<file path="src/rtl/mux_nx1_pipe.sv">
// rtl/mux_nx1_pipe.sv - N-input word selector with a 2-entry registered, flow-controlled output (optional MUX_XFER_CNT_EN transfer counter)
module mux_nx1_pipe #(
    parameter int WIDTH  = 32,
    parameter int NUM_IN = 4,
    parameter int SEL_W  = 2
) (
    input  logic                    clk,
    input  logic                    rst,
    input  logic                    in_valid,
    output logic                    in_ready,
    input  logic [NUM_IN*WIDTH-1:0] in_data,
    input  logic [SEL_W-1:0]        in_sel,
    output logic                    out_valid,
    input  logic                    out_ready,
    output logic [WIDTH-1:0]        out_data,
    output logic [SEL_W-1:0]        out_sel,
`ifdef MUX_XFER_CNT_EN
    output logic [15:0]             xfer_cnt,
`endif
    output logic                    sel_err
);

    typedef enum logic [1:0] {
        EMPTY = 2'd0,
        FULL  = 2'd1,
        SKID  = 2'd2
    } state_t;

    state_t state_q, state_d;

    logic [WIDTH-1:0] main_data_q, skid_data_q;
    logic [SEL_W-1:0] main_sel_q, skid_sel_q;
    logic             main_err_q, skid_err_q;

    logic [WIDTH-1:0] cap_data;
    logic             cap_err;

    logic in_fire, out_fire;
    logic load_main, load_skid, main_from_skid, clr_main;

    // in_ready depends only on registered state and reset, never on out_ready
    assign in_ready  = !rst && (state_q != SKID);
    assign out_valid = (state_q != EMPTY);
    assign in_fire   = in_valid && in_ready;
    assign out_fire  = out_valid && out_ready;

    assign out_data = main_data_q;
    assign out_sel  = main_sel_q;
    assign sel_err  = main_err_q;

    // Resolve the selected word now so buffered beats ignore later in_data changes
    always_comb begin
        cap_data = '0;
        cap_err  = 1'b1;
        for (int k = 0; k < NUM_IN; k++) begin
            if (in_sel == SEL_W'(k)) begin
                cap_data = in_data[k*WIDTH +: WIDTH];
                cap_err  = 1'b0;
            end
        end
    end

    // State register
    always_ff @(posedge clk) begin
        if (rst) begin
            state_q <= EMPTY;
        end else begin
            state_q <= state_d;
        end
    end

    // Next state and buffer load controls
    always_comb begin
        state_d        = state_q;
        load_main      = 1'b0;
        load_skid      = 1'b0;
        main_from_skid = 1'b0;
        clr_main       = 1'b0;
        case (state_q)
            EMPTY: begin
                if (in_fire) begin
                    load_main = 1'b1;
                    state_d   = FULL;
                end
            end
            FULL: begin
                if (in_fire && out_fire) begin
                    load_main = 1'b1;
                end else if (in_fire) begin
                    load_skid = 1'b1;
                    state_d   = SKID;
                end else if (out_fire) begin
                    clr_main  = 1'b1;
                    state_d   = EMPTY;
                end
            end
            SKID: begin
                if (out_fire) begin
                    main_from_skid = 1'b1;
                    state_d        = FULL;
                end
            end
            default: begin
                state_d = EMPTY;
            end
        endcase
    end

    // Main (output) and skid registers; main reads zero whenever the buffer is empty
    always_ff @(posedge clk) begin
        if (rst) begin
            main_data_q <= '0;
            main_sel_q  <= '0;
            main_err_q  <= 1'b0;
            skid_data_q <= '0;
            skid_sel_q  <= '0;
            skid_err_q  <= 1'b0;
        end else begin
            if (load_main) begin
                main_data_q <= cap_data;
                main_sel_q  <= in_sel;
                main_err_q  <= cap_err;
            end else if (main_from_skid) begin
                main_data_q <= skid_data_q;
                main_sel_q  <= skid_sel_q;
                main_err_q  <= skid_err_q;
            end else if (clr_main) begin
                main_data_q <= '0;
                main_sel_q  <= '0;
                main_err_q  <= 1'b0;
            end
            if (load_skid) begin
                skid_data_q <= cap_data;
                skid_sel_q  <= in_sel;
                skid_err_q  <= cap_err;
            end
        end
    end

`ifdef MUX_XFER_CNT_EN
    // Count delivered beats; wraps naturally at 16 bits
    always_ff @(posedge clk) begin
        if (rst) begin
            xfer_cnt <= '0;
        end else if (out_fire) begin
            xfer_cnt <= xfer_cnt + 16'd1;
        end
    end
`endif

endmodule

</file>
<file path="config.mk">
export PLATFORM = sky130hd
export DESIGN_NAME = mux_nx1_pipe
export DESIGN_NICKNAME = d
export VERILOG_FILES = /design/src/rtl/mux_nx1_pipe.sv
export SDC_FILE = /design/constraint.sdc
export NUM_CORES = 1
export LEC_CHECK = 0
export CORE_MARGIN = 2
export CORE_UTILIZATION = 39
export DETAILED_ROUTE_END_ITERATION = 6
export GPL_TIMING_DRIVEN = 0
export HOLD_SLACK_MARGIN = 0.08
export PLACE_DENSITY = 0.79
export SKIP_LAST_GASP = 1
export SLEW_MARGIN = 10
export SYNTH_ARGS = -nofsm -noshare
export SYNTH_HDL_FRONTEND = slang
export SYNTH_SLANG_ARGS = --single-unit
</file>
<file path="constraint.sdc">
create_clock -name clk -period 1.47 [get_ports clk]
set_input_delay 0.2205 -clock clk [delete_from_list [all_inputs] [get_ports clk]]
set_output_delay 0.2205 -clock clk [all_outputs]
set_load 0.01 [all_outputs]
</file>
==> metrics.txt, run 1 <==
# TYPE chip_impl_metric gauge
chip_impl_metric{name="arrival",unit="ns"} 1.91
chip_impl_metric{name="p_leak",unit="nW"} 2.81
chip_impl_metric{name="power_per_cell_area",unit="nW/µm²"} 785
chip_impl_metric{name="cts_sinks",unit=""} 72
chip_impl_info{name="failing_checks",value="setup timing"} 1
chip_impl_metric{name="antenna_cells_inserted",unit=""} 0
chip_impl_metric{name="initial_core_util",unit=""} 0.398
chip_impl_metric{name="post-route-drc-count",unit=""} 0
chip_impl_metric{name="globalRouteOverflowTotal",unit=""} 0
chip_impl_info{name="run_status",value="finished, violations left"} 1
chip_impl_metric{name="placed_cell_area",unit="µm²"} 5990
chip_impl_metric{name="max_cap_violations",unit=""} 0
chip_impl_info{name="sequence_of_cells_on_the_critical_path",value="clkdlybuf4s50_1, nand2_1, clkbuf_2, o21a_1, o21ai_0, a221oi_2"} 1
chip_impl_info{name="netlist_top_cells_count",value="nand2_1 (107), dfxtp_1 (72), a21oi_1 (38), inv_1 (35), o21ai_0 (34)"} 1
chip_impl_metric{name="antenna_left",unit=""} 0
chip_impl_info{name="yosys.cell_count.top_type",value="nand2_1"} 1
chip_impl_metric{name="report.power.total",unit="mW"} 5.54
chip_impl_metric{name="die_span_in_x",unit="µm"} 106
chip_impl_metric{name="clock_pin_slew_of_the_registers_on_the_worst_case_setup_and_hold_paths",unit="ns"} 0.09
chip_impl_metric{name="num_vias",unit=""} 4360
chip_impl_metric{name="grt_first_pass_wirelength",unit="µm"} 21200
chip_impl_metric{name="clock_latency",unit="ns"} 0.35
chip_impl_metric{name="finalClockSkew",unit="ns"} 0.0115
chip_impl_metric{name="routed_via_density",unit=""} 5.53
chip_impl_metric{name="least_setup_slack_across_all_paths_after_layout",unit="ns"} -0.240
chip_impl_metric{name="number_of_nets_in_the_finished_design",unit=""} 781
chip_impl_metric{name="tritoncts.num_buffers",unit=""} 9
chip_impl_metric{name="fraction_of_final_layout_cells_sized_beyond_drive_strength_1",unit=""} 0.340
chip_impl_metric{name="first_pass_iters",unit=""} 5
chip_impl_info{name="synth_top_family_by_area",value="compound AO/OA/AOI/OAI gates"} 1
chip_impl_metric{name="grt_pass1_vias",unit=""} 4394
chip_impl_info{name="hp-class",value="in2reg"} 1
chip_impl_metric{name="numPlacedInstances",unit=""} 751
chip_impl_metric{name="avgRoutedWirePerCell",unit="µm"} 18.3
chip_impl_metric{name="clockBufferDepth",unit=""} 2
chip_impl_info{name="cts_tree",value="yes"} 1
chip_impl_metric{name="achievable-frequency",unit="MHz"} 585
chip_impl_metric{name="track_usage",unit=""} 0.236
chip_impl_metric{name="final-hold-violation-count",unit=""} 0
chip_impl_metric{name="yosysUniqueCellTypes",unit=""} 28
chip_impl_metric{name="period_needed",unit="ns"} 1.71
chip_impl_metric{name="async_reset_ff_frac",unit=""} 0
chip_impl_info{name="critPathLaunchType",value="input pin"} 1
chip_impl_metric{name="synth-edff-count",unit=""} 0
chip_impl_metric{name="final-setup-viol-count",unit=""} 71
chip_impl_metric{name="placement.io_buffers",unit=""} 168
chip_impl_metric{name="mappedNetlistNets",unit=""} 581
chip_impl_metric{name="synth_simple_gate_area_frac",unit=""} 0.128
chip_impl_metric{name="yosys.area_share.adder",unit=""} 0
chip_impl_info{name="synth_area_leader_cell",value="dfxtp_1"} 1
chip_impl_metric{name="total_die_area",unit="µm²"} 11300
chip_impl_metric{name="critical_path.n_buffers_inverters",unit=""} 2
chip_impl_metric{name="muxShareOfSynthArea",unit=""} 0.177
chip_impl_metric{name="synth_top_area_frac",unit=""} 0.354
chip_impl_metric{name="final_cell_count_no_fill",unit=""} 788
chip_impl_metric{name="post-dp-hpwl",unit="µm"} 9380
chip_impl_metric{name="syn-cell-area",unit="µm²"} 4080
chip_impl_metric{name="grt_start_max_net_pins",unit=""} 14
chip_impl_metric{name="placementRows",unit=""} 37
chip_impl_metric{name="postSynthRegisterBits",unit=""} 72
chip_impl_metric{name="yosys_warn_count",unit=""} 0
chip_impl_metric{name="ir_drop",unit="V"} 0.000486
chip_impl_metric{name="synth_compound_gate_area_share",unit=""} 0.247
chip_impl_metric{name="timing.hold.ws",unit="ns"} 0.444
chip_impl_info{name="synthTopCellsByArea",value="dfxtp_1 (35%), mux4_2 (18%), nand2_1 (9.9%)"} 1
chip_impl_metric{name="cp_max_fo",unit=""} 10
chip_impl_metric{name="area_growth",unit="%"} 73.0
chip_impl_metric{name="layout.cell_area.non_filler",unit="µm²"} 7050
chip_impl_metric{name="seq_area_frac_synth",unit=""} 0.354
chip_impl_metric{name="slew_violations",unit=""} 0
chip_impl_info{name="criticalPathCategory",value="in2reg"} 1
chip_impl_metric{name="dpl_worst_slack",unit="ns"} -0.947
chip_impl_info{name="clock_tree_root",value="clkbuf_8"} 1
chip_impl_info{name="endpoint_kind",value="flop"} 1
chip_impl_info{name="cell_type_of_the_slowest_stage_on_the_worst_timing_path",value="clkdlybuf4s50_1"} 1
chip_impl_metric{name="io-pin-count",unit=""} 171
chip_impl_metric{name="die-height",unit="µm"} 106
chip_impl_metric{name="max_slew_margin",unit=""} 0.451
chip_impl_metric{name="coreArea",unit="µm²"} 10200
chip_impl_metric{name="antenna_found_initial",unit=""} 0
chip_impl_metric{name="yosys.area_share.xor_xnor",unit=""} 0
chip_impl_info{name="crit_family",value="buffers and inverters"} 1
chip_impl_info{name="grt_setup_unrepaired",value="true"} 1
chip_impl_metric{name="postSynthCellCount",unit=""} 447
chip_impl_metric{name="detailedRoute.firstIterationViolations",unit=""} 234
chip_impl_metric{name="layout_worst_path_cycle_share",unit=""} 1.16
chip_impl_metric{name="critical-path-max-stage-delay",unit="ns"} 0.63
chip_impl_metric{name="routed_wl",unit="µm"} 14400
chip_impl_metric{name="worstPathRequired",unit="ns"} 1.67
chip_impl_metric{name="gp_congestion",unit=""} 0.842
chip_impl_metric{name="cts_htree_levels",unit=""} 3
chip_impl_metric{name="syn_avg_cell_area",unit="µm²"} 9.12
chip_impl_info{name="synth_ff_type",value="dfxtp_1"} 1
chip_impl_metric{name="worst-slew-pin-transition",unit="ns"} 0.823
-- worst reg2reg max path, stage by stage, from the launching register on --
cell and delay [ns]:
dfxtp_4 0.37, or3b_1 0.36, buf_6 0.15, nor2b_4 0.13
buf_12 0.15, buf_8 0.12, nand2_1 0.07, a221oi_2 0.23
-- metal layers --
metal	routed length, µm	share of wire	vias up	GRT usage
li1	-	-	2000	-
met1	5490	0.38	2125	0.275
met2	7630	0.53	209	0.429
met3	1080	0.075	26	0.0503
met4	247	0.017	0	0.0742
met5	0	0	-	0
-- placed cells by master (no fill, tap or decap), types with 7 or more instances in the layout --
cell	count
a21oi_1	7
a21oi_2	31
a221oi_2	30
buf_2	7
buf_4	15
buf_6	9
buf_8	8
clkbuf_1	12
clkbuf_2	7
clkbuf_8	11
clkdlybuf4s50_1	131
dfxtp_1	70
dlygate4sd2_1	10
dlymetal6s2s_1	25
inv_1	34
mux4_2	32
nand2_1	61
nand2_2	19
nand2_4	27
o21a_1	33
o21ai_0	14
o21ai_1	20
-- worst paths after layout --
check	startpoint	to	slack, ns	cells after the start
setup / recovery	out_ready	out_data[21]$_SDFFE_PP0P_	-0.24	6
hold reg to reg	out_data[5]$_SDFFE_PP0P_	out_data[5]$_SDFFE_PP0P_	0.46	2
setup reg to reg	state_q[1]$_SDFFE_PP0P_	out_data[24]$_SDFFE_PP0P_	-0.22	7
hold / removal	rst	out_data[1]$_SDFFE_PP0P_	0.44	3
-- metrics by stage --
| stage | utilization | TNS, ns |
|---|---|---|
| global route | 0.689 | -15.52 |
| finish | 0.689 | -12.53 |
| detailed placement | 0.585 | -46.05 |
| CTS | 0.645 | -9.31 |
| global placement | 0.585 | -42.99 |
| floorplan | - | -2.44 |
-- registers in the layout, summed over array words and instances, names as in the netlist --
| signal | cells |
|---|---|
| skid_sel_q | 2 |
| sel_err | 1 |
| state_q | 2 |
| out_sel | 2 |
| skid_err_q | 1 |
| skid_data_q | 32 |
| out_data | 32 |
-- final cells by class --
type,count,area (µm²)
buffer,43,367
clock buffer,9,124
clock inverter,7,95.1
fill,717,3180
inverter,35,131
multi-input combinational,296,2740
sequential,72,1450
tap,136,170
timing repair buffer,190,1980
-- logic make-up (layout without fill, tap and decap cells) --
kind of cell | Yosys count | count (layout)
AOI/OAI and AO/OA | 140 | 140
buffers and inverters | 79 | 284
DFF | 72 | 72
muxes | 32 | 32
and+or+nand+nor | 124 | 124
-- report_power, final --
part / switching, mW / internal, mW
logic: 0.708 / 0.932
registers: 0.0677 / 2.06
clock network: 0.809 / 0.959
total: 1.58 / 3.95
-- what timing repair did --
action                                 in CTS  in global routing
pin swaps                                  41                  7
hold buffers                                0                  0
endpoints found under the hold margin       0                  0
gates resized for setup                   114                108
setup buffers                              11                  4
cloned                                      3                  4
setup endpoints to repair                  81                 98
No activity file was read; power rests on OpenSTA's default activity.
==> run 2: changes to the inputs <==
--- a/config.mk
+++ b/config.mk
@@ -5,6 +5,7 @@
 export SDC_FILE = /design/constraint.sdc
 export NUM_CORES = 1
 export LEC_CHECK = 0
+export CAP_MARGIN = 0
 export CORE_MARGIN = 2
 export CORE_UTILIZATION = 39
 export DETAILED_ROUTE_END_ITERATION = 6
==> results of run 2 <==
Same layout as run 1: the final DEF is identical, and so are final timing and power.
